<file path="src/rtl/mem_arbiter_pkg.sv">
// Shared encodings for the two-port memory arbiter.
package mem_arbiter_pkg;

  typedef enum logic [1:0] {
    StIdle   = 2'b00,
    StAccess = 2'b01,
    StDone   = 2'b10
  } state_e;

  localparam logic PortCpu = 1'b0;
  localparam logic PortLdr = 1'b1;

endpackage

</file>
<file path="src/rtl/mem_arbiter_rr_pick.sv">
// Combinational two-requester round-robin selector with a port-1 lock.
module mem_arbiter_rr_pick
  import mem_arbiter_pkg::*;
(
  input  logic req0_i,
  input  logic req1_i,
  input  logic last_i,
  input  logic lock1_i,
  output logic winner_o,
  output logic any_o
);

  // On a tie the port not served last wins, unless port 1 was last and holds the lock.
  always_comb begin
    any_o = req0_i | req1_i;
    if (req0_i && req1_i) begin
      if (last_i == PortCpu) begin
        winner_o = PortLdr;
      end else begin
        winner_o = lock1_i ? PortLdr : PortCpu;
      end
    end else begin
      winner_o = req1_i ? PortLdr : PortCpu;
    end
  end

endmodule

</file>
<file path="src/rtl/mem_arbiter.sv">
// Serializes CPU (port 0) and loader (port 1) accesses onto one synchronous-read memory.
module mem_arbiter #(
  parameter int unsigned DataWidth = 16,
  parameter int unsigned AddrWidth = 8
) (
  input  logic                 clk_i,
  input  logic                 rst_ni,
  input  logic                 req0_i,
  input  logic                 req1_i,
  input  logic                 wr0_i,
  input  logic                 wr1_i,
  input  logic [AddrWidth-1:0] addr0_i,
  input  logic [AddrWidth-1:0] addr1_i,
  input  logic [DataWidth-1:0] wdata0_i,
  input  logic [DataWidth-1:0] wdata1_i,
  input  logic                 lock1_i,
  output logic                 gnt0_o,
  output logic                 gnt1_o,
  output logic                 ack0_o,
  output logic                 ack1_o,
  output logic [DataWidth-1:0] rdata_o,
  output logic                 busy_o,
  output logic                 mem_en_o,
  output logic                 mem_wr_o,
  output logic [AddrWidth-1:0] mem_addr_o,
  output logic [DataWidth-1:0] mem_din_o,
  input  logic [DataWidth-1:0] mem_dout_i
);

  import mem_arbiter_pkg::*;

  state_e               state_q, state_d;
  logic                 owner_q, owner_d;
  logic                 last_q, last_d;
  logic                 wr_q, wr_d;
  logic [AddrWidth-1:0] addr_q, addr_d;
  logic [DataWidth-1:0] wdata_q, wdata_d;

  logic pick_winner;
  logic pick_any;

  mem_arbiter_rr_pick u_rr_pick (
    .req0_i   (req0_i),
    .req1_i   (req1_i),
    .last_i   (last_q),
    .lock1_i  (lock1_i),
    .winner_o (pick_winner),
    .any_o    (pick_any)
  );

  // State, owner and request latches; last-served resets to port 1 so port 0 wins the first tie.
  always_ff @(posedge clk_i or negedge rst_ni) begin
    if (!rst_ni) begin
      state_q <= StIdle;
      owner_q <= PortCpu;
      last_q  <= PortLdr;
      wr_q    <= 1'b0;
      addr_q  <= '0;
      wdata_q <= '0;
    end else begin
      state_q <= state_d;
      owner_q <= owner_d;
      last_q  <= last_d;
      wr_q    <= wr_d;
      addr_q  <= addr_d;
      wdata_q <= wdata_d;
    end
  end

  // Next state: arbitrate and latch in IDLE, one ACCESS cycle, one DONE cycle.
  always_comb begin
    state_d = state_q;
    owner_d = owner_q;
    last_d  = last_q;
    wr_d    = wr_q;
    addr_d  = addr_q;
    wdata_d = wdata_q;
    case (state_q)
      StIdle: begin
        if (pick_any) begin
          state_d = StAccess;
          owner_d = pick_winner;
          wr_d    = (pick_winner == PortLdr) ? wr1_i    : wr0_i;
          addr_d  = (pick_winner == PortLdr) ? addr1_i  : addr0_i;
          wdata_d = (pick_winner == PortLdr) ? wdata1_i : wdata0_i;
        end
      end
      StAccess: state_d = StDone;
      StDone: begin
        last_d  = owner_q;
        state_d = StIdle;
      end
      default: state_d = StIdle;
    endcase
  end

  // Output decode; everything derives from registered state so outputs are glitch-free of inputs
  // except the read-data pass-through in DONE.
  always_comb begin
    mem_en_o   = 1'b0;
    mem_wr_o   = 1'b0;
    mem_addr_o = '0;
    mem_din_o  = '0;
    ack0_o     = 1'b0;
    ack1_o     = 1'b0;
    rdata_o    = '0;
    busy_o     = (state_q != StIdle);
    gnt0_o     = ((state_q == StAccess) || (state_q == StDone)) && (owner_q == PortCpu);
    gnt1_o     = ((state_q == StAccess) || (state_q == StDone)) && (owner_q == PortLdr);
    case (state_q)
      StAccess: begin
        mem_en_o   = 1'b1;
        mem_wr_o   = wr_q;
        mem_addr_o = addr_q;
        mem_din_o  = wdata_q;
      end
      StDone: begin
        ack0_o  = (owner_q == PortCpu);
        ack1_o  = (owner_q == PortLdr);
        rdata_o = mem_dout_i;
      end
      default: ;
    endcase
  end

endmodule

</file>
<file path="config.mk">
export PLATFORM = sky130hd
export DESIGN_NAME = mem_arbiter
export DESIGN_NICKNAME = d
export VERILOG_FILES = /design/src/rtl/mem_arbiter_pkg.sv /design/src/rtl/mem_arbiter_rr_pick.sv /design/src/rtl/mem_arbiter.sv
export SDC_FILE = /design/constraint.sdc
export NUM_CORES = 1
export LEC_CHECK = 0
export ABC_AREA = 0
export BUFFER_PORTS_ARGS = -buffer_cell sky130_fd_sc_hd__buf_2
export CELL_PAD_IN_SITES_DETAIL_PLACEMENT = 0
export CELL_PAD_IN_SITES_GLOBAL_PLACEMENT = 1
export CORE_ASPECT_RATIO = 1.4
export CORE_UTILIZATION = 30
export DETAILED_ROUTE_END_ITERATION = 12
export PLACE_DENSITY_LB_ADDON = 0.1
export SLEW_MARGIN = 5
export SYNTH_ARGS = -nofsm -noshare
export SYNTH_HDL_FRONTEND = slang
export SYNTH_SLANG_ARGS = --single-unit
</file>
<file path="constraint.sdc">
create_clock -name clk_i -period 1.9 [get_ports clk_i]
set_input_delay 0.38 -clock clk_i [delete_from_list [all_inputs] [get_ports clk_i]]
set_output_delay 0.38 -clock clk_i [all_outputs]
set_load 0.02 [all_outputs]
</file>
==> results of run 1 <==
## power by group through the flow
stage          Sequential [mW]  Clock (mW)  Combinational (mW)
2_1_floorplan             1.06           0                1.64
3_3_place_gp              1.09           0                2.34
3_5_place_dp              1.11           0                2.34
4_1_cts                   1.10       0.531                2.37
5_1_grt                   1.14       0.561                2.58
6_report                  1.10       0.515                2.31
## placed cells by master, fill, tap and decap left out
master,n
nor2_1,1
clkbuf_8,6
o21ai_2,1
nor2b_1,2
mux2_2,2
a22o_1,1
o211ai_1,5
buf_4,9
clkbuf_1,1
nand2_1,51
buf_2,117
and2_1,43
dfstp_2,1
a21oi_1,1
buf_6,1
ha_2,1
ha_1,3
o211ai_2,20
nand4_1,25
and2_4,1
inv_1,3
dfrtp_1,28
o21a_1,1
nand3b_4,1
## how the worst min path moves through the flow
stage                              to  slack [ns]
after floorplan             addr_q[0]        0.08
after global placement     wdata_q[7]        0.46
after detailed placement    addr_q[7]        0.46
after CTS                 wdata_q[10]        0.17
after global routing      wdata_q[10]        0.20
final                       addr_q[7]        0.15
## layout make-up
class / instances / area [um^2] / share of cell area
Tap cell: 70 / 87.58 / 0.03329
Clock buffer: 7 / 86.33 / 0.03281
Multi-Input combinational cell: 159 / 1055 / 0.4009
Inverter: 3 / 11.26 / 0.004280
Timing Repair Buffer: 127 / 664.4 / 0.2525
Sequential cell: 29 / 726.9 / 0.2763
## cells by family (layout without fill, tap and decap cells)
logic type	after synthesis	count (layout)	synth area share
muxes	2	2	0.01190
buffers and inverters	21	137	0.05952
AOI/OAI and AO/OA	29	29	0.1680
DFF	29	29	0.3843
and+or+nand+nor	124	124	0.3499
adders and majority gates	4	4	0.02646
## worst register-to-register path: cells and delay by family, from the launching register on
kind / cells / cell delay [ns]
AO/OA/AOI/OAI: 2 / 0.44
AND/OR/NAND/NOR: 1 / 0.08
flip-flops: 1 / 0.40
adder cells (fa/ha/maj): 1 / 0.24
buffers and inverters: 2 / 0.35
## metal layers
layer | vias up | track usage | share of wire | wire, um
li1 | 948 | - | - | -
met1 | 879 | 0.2388 | 0.44 | 2533
met2 | 67 | 0.3220 | 0.50 | 2858
met3 | 6 | 0.03979 | 0.050 | 290
met4 | 0 | 0.04592 | 0.011 | 64
met5 | - | 0 | 0 | 0
## state kept, by name, summed over array words and instances, names as in the netlist
name,count
wdata_q,16
wr_q,1
addr_q,8
last_q,1
state_q,2
owner_q,1
## through the flow
step           utilization  setup TNS [ns]  hold WS (ns)  total power, mW
2_1_floorplan            -               0       0.08441            2.697
3_3_place_gp        0.4240               0        0.4634            3.434
3_5_place_dp        0.4240               0        0.4644            3.453
4_1_cts             0.4395               0        0.1680            3.997
5_1_grt             0.4395          -1.863        0.2031            4.280
6_report            0.4395               0        0.1474            3.926
## timing repair
item / 4_1_cts / 5_1_grt
endpoints found under the hold margin: 0 / 0
resized for setup: 2 / 0
pin swaps: 0 / 0
buffers inserted: 0 / 0
endpoints found under the setup margin: 32 / 39
==> impl_results.md, run 1 <==
- Status: complete, no violations
- Share of cells above drive strength 1: 0.4923
- Max-Cap Viols: 0
- Crit path depth: 5
- RSZ-0062 raised after global routing: yes
- Peak supply drop: 0.0005711 V
- Final worst slack: 0.04451 ns
- Max Clock Freq: 0.5389 GHz
- DRT antenna net count: 0
- WS Path Type: flip-flop to primary output
- Post-synthesis sequential area ratio: 0.3843
- Delay of the slowest critical-path stage: 0.40 ns
- All-Layer GR Usage: 0.1869
- Synth top cells by count: nand2_1 (51), and2_1 (43), dfrtp_1 (28)
- Area grow syn2layout: 39.09%
- CTS Sinks: 29
- Synth cell types: 22
- Hold-fix buffer count after cts: 0
- PD cells: 1492 nW/um^2
- Cell with the most instances after synthesis: nand2_1
- Total gr overflow: 0
- Sw Pwr: 1.791 mW
- I/O Pins: 118
- Switching share of power: 0.4561
- Slew headroom: 0.5446
- Critical Path AT: 1.48 ns
- TritonCTS clock tree: built
- Synthesized area per cell: 9.052 um^2
- Number of synthesized register bits: 29
- Global-route wire length before repair: 9784 um
- Worst r2r dst: addr_q[5]
- Post-route DRC: 0
- WP data required: 1.52 ns
- Final Slew Violations: 0
- Post-layout min period: 1.855 ns
- Fillers: 638
- Vert. Die Dim: 95.96 um
- Worst min-delay path class: input port to asynchronous set/reset pin
- Slew @ Worst Pin: 0.6831 ns
- Worst-path clk slew: 0.06 ns
- Critical-path maximum fanout: 19
- Crit-path slowest cell: dfrtp_1
- Endpoints failing setup: 0
- TritonCTS Buffers: 5
- Initial antenna violation count: 0
- Cell Int Power: 2.136 mW
- Cell Area, Placed: 2539 um^2
- Combinational power share: 0.589
- Pin count of the biggest net entering global routing: 30
- Mapped Cells: 209
- Largest delay share family, worst path: buffers and inverters
- CP cell instances: inv_1 > ha_1 > buf_6 > and2_1 > buf_2
- Vias in the first global route: 1,953
- Warnings from Yosys: 0
- DR vias: 1,900
- Crit. End Element: primary output
- Setup WS pre-CTS: 0.2022 ns
- Buffers on Ports: 117
- Reg2reg path depth: 6
- Dpl cells: 388
- Reg2reg start: state_q[0]
- Die width: 69.12 um
- Final Hold Vio Count: 0
- CP bufs+invs: 3
- Part of the power in registers: 0.279
- Layout net count: 400
- Initial drt markers: 99
- Mapped cell area: 1892 um^2
- Routed WL: 5746 um
- Core area: 5987 um^2
- Die area: 6632 um^2
- Diode count: 0
- Post-DR vias/cell: 4.810
- Clock Tree Root: clkbuf_8
- Num rows: 33
- Clock power frac: 0.131
- Finished Cell Area: 2631 um^2
- Setup crit end: mem_din_o[10]
- Htree depth: 2
- Wire per inst: 14.55 um
- Layout Cells excl Fill: 395
- Synth async-reset ratio: 1.000
- Prevailing post-synth register cell: dfrtp_1
- Final RePlAce weighted congestion: 0.7155
- Maximum clock path buffer count: 2
- Critical Path Start: state_q[1]
- Leakage Power: 1.418 nW
- Leading area contributor after synthesis: dfrtp_1
- Drt pass-1 iters: 4
- Tcrit/Tclk final: 0.9766
- Clock latency on the worst-skew pair: 0.27 ns
- Clock Skews: 0.004638 ns
- Crit path launch type: flip-flop
- Initial Util: 0.3160
- Top cell type's share of synthesized area: 0.3704
- Worst reg-to-reg setup slack: 0.32 ns
- Ranking of synthesized cells by area: dfrtp_1 (37%), and2_1 (14%), o211ai_2 (13%), nand2_1 (10%), nand4_1 (8.3%)
- Final HPWL DP: 4150 um
- EDFF count, synth: 0
- Syn nets: 284
Power figures use the tool's default switching activity.
==> run 2, diff against run 1 <==
--- a/constraint.sdc
+++ b/constraint.sdc
@@ -3,2 +3,2 @@
 set_output_delay 0.38 -clock clk_i [all_outputs]
-set_load 0.02 [all_outputs]
+set_load 0.01 [all_outputs]
==> impl_results.md, run 2 (synthesized netlist as in run 1, its figures left out) <==
- Largest delay share family, worst path: flip-flops (was buffers and inverters)
- CP cell instances: inv_1 > ha_1 > inv_1 > buf_2 (was inv_1 > ha_1 > buf_6 > and2_1 > buf_2)
- Hold-fix buffer count after cts: 0 (unchanged)
- Core area: 5987 um^2 (unchanged)
- Clock latency on the worst-skew pair: 0.28 ns (was 0.27 ns)
- Initial drt markers: 68 (was 99)
- Top sig layer: met4 (unchanged)
- Reg with most FFs: wdata_q (unchanged)
- Peak supply drop: 0.0005870 V (was 0.0005711 V)
- CTS Sinks: 29 (unchanged)
- Critical Path AT: 1.42 ns (was 1.48 ns)
- Diode count: 0 (unchanged)
- Initial Util: 0.3160 (unchanged)
- Final Power: 3.901 mW (was 3.926 mW)
- Top Registers: wdata_q x16, addr_q x8, state_q x2 (unchanged)
- WS Path Type: flip-flop to primary output (unchanged)
- Clock Tree Root: clkbuf_8 (unchanged)
- Worst-path clk slew: 0.07 ns (was 0.06 ns)
- Final Hold Slack: 0.1379 ns (was 0.1474 ns)
- Die area: 6632 um^2 (unchanged)
- Num rows: 33 (unchanged)
- Sw Pwr: 1.599 mW (was 1.791 mW)
- Leakage Power: 1.427 nW (was 1.418 nW)
- Commonest non-fill, non-tap cell in the layout: buf_2 (unchanged)
- Slew headroom: 0.2167 (was 0.5446)
- CP dominant cell by count: inv_1
- Buffers on Ports: 117 (unchanged)
- Initial antenna violation count: 0 (unchanged)
- I/O Pins: 118 (unchanged)
- Worst min-delay path class: input port to asynchronous set/reset pin (unchanged)
- Total gr overflow: 0 (unchanged)
- Largest register FFs: 16 (unchanged)
- Final HPWL DP: 4046 um (was 4150 um)
- Pin count of the biggest net entering global routing: 30 (unchanged)
- Endpoints failing setup: 0 (unchanged)
- Vias in the first global route: 1,907 (was 1,953)
- Htree depth: 2 (unchanged)
- Area grow syn2layout: 41.53% (was 39.09%)
- Combinational power share: 0.543 (was 0.589)
- Crit path launch type: flip-flop (unchanged)
- Final RePlAce weighted congestion: 0.7432 (was 0.7155)
- DRT antenna net count: 0 (unchanged)
- Post-DR vias/cell: 4.876 (was 4.810)
- Crit-path slowest cell: dfrtp_1 (unchanged)
- CP bufs+invs: 3 (unchanged)
- DR WL met2: 2980 um (was 2858 um)
- Drt pass-1 iters: 7 (was 4)
- All-Layer GR Usage: 0.1827 (was 0.1869)
- Delay of the slowest critical-path stage: 0.43 ns (was 0.40 ns)
- Clock Skews: 0.005387 ns (was 0.004638 ns)
- Max-Cap Viols: 0 (unchanged)
- Maximum clock path buffer count: 2 (unchanged)
- RSZ-0062 raised after global routing: no (was yes)
- Finished Cell Area: 2678 um^2 (was 2631 um^2)
- PD cells: 1457 nW/um^2 (was 1492 nW/um^2)
- Global-route wire length before repair: 9508 um (was 9784 um)
- Tcrit/Tclk final: 0.9488 (was 0.9766)
- Wire per inst: 14.88 um (was 14.55 um)
- Met3 WL: 313 um (was 290 um)
- TritonCTS clock tree: built (unchanged)
- Crit. End Element: primary output (unchanged)
- Final Slew Violations: 0 (unchanged)
- Die width: 69.12 um (unchanged)
- Slew @ Worst Pin: 1.175 ns (was 0.6831 ns)
- Post-layout min period: 1.803 ns (was 1.855 ns)
- DR vias: 1,921 (was 1,900)
- Cell Int Power: 2.303 mW (was 2.136 mW)
- Fillers: 611 (was 638)
- Clock power frac: 0.172 (was 0.131)
- Post-route DRC: 0 (unchanged)
- Routed WL: 5863 um (was 5746 um)
- Critical-path maximum fanout: 6 (was 19)
- Part of the power in registers: 0.285 (was 0.279)
- Vert. Die Dim: 95.96 um (unchanged)
- Max Clock Freq: 0.5547 GHz (was 0.5389 GHz)
- Most frequent cells in the layout: buf_2 (117), nand2_1 (51), and2_1 (43) (unchanged)
- Setup TNS: 0 ns (unchanged)
- Layout net count: 398 (was 400)
- Status: complete, no violations (unchanged)
- TritonCTS Buffers: 5 (unchanged)
- Cell Area, Placed: 2529 um^2 (was 2539 um^2)
- Switching share of power: 0.4097 (was 0.4561)
- M1 wire length: 2538 um (was 2533 um)
- Final Hold Vio Count: 0 (unchanged)
- Share of cells above drive strength 1: 0.4969 (was 0.4923)
- WP data required: 1.52 ns (about the same)
-- run 2: area by class of cell --
cell class | instances | area (um^2) | share of cell area
Multi-Input combinational cell | 159 | 1077 | 0.4023
Sequential cell | 29 | 726.9 | 0.2715
Timing Repair Buffer | 125 | 658.1 | 0.2458
Tap cell | 70 | 87.58 | 0.03271
Clock buffer | 7 | 86.33 | 0.03224
Clock inverter | 1 | 30.03 | 0.01121
Inverter | 3 | 11.26 | 0.004206
-- run 2: routing by layer --
| metal | vias up | global-route usage |
|---|---|---|
| li1 | 946 | - |
| met1 | 900 | 0.2182 |
| met5 | - | 0 |
| met3 | 2 | 0.04084 |
| met4 | 0 | 0.03571 |
| met2 | 73 | 0.3366 |
-- run 2: per-stage QoR --
step | worst slack (ns) | instances | utilization
global placement | 0.09181 | 385 | 0.4224
finish | 0.09722 | 394 | 0.4472
detailed placement | 0.1022 | 385 | 0.4224
CTS | 0.03608 | 393 | 0.4443
floorplan | 0.3863 | 209 | -
global route | 0.02255 | 394 | 0.4472
-- run 2: worst reg2reg max path, cell delays in order, from the launching register on --
cell and delay (ns):
dfrtp_1 0.43, inv_1 0.16, ha_1 0.31, o21ai_2 0.38, nand2_1 0.21, o211ai_2 0.09
-- run 2: worst paths after layout --
check	slack, ns	from	depth (start not counted)	end
worst max-delay path	0.1	state_q[0]	4	busy_o
worst min-delay path	0.14	rst_ni	1	addr_q[7]
worst max register to register	0.19	state_q[0]	5	wdata_q[14]
worst min register to register	0.48	addr_q[3]	2	addr_q[3]
max in group asynchronous	1.32	rst_ni	1	addr_q[6]
min in group clk_i	0.36	wdata0_i[2]	3	wdata_q[2]
-- run 2: timing repair --
item,CTS,global route
resized for setup,3,2
setup buffers,0,1
endpoints found under the hold margin,0,0
endpoints found under the setup margin,38,31
-- run 2: power groups by stage --
stage	registers [mW]	logic, mW	clock network [mW]
after floorplan	1.06	1.39	0
after global placement	1.11	2.09	0
after detailed placement	1.11	2.11	0
after CTS	1.11	2.12	0.685
after global routing	1.16	2.37	0.713
final	1.11	2.12	0.670
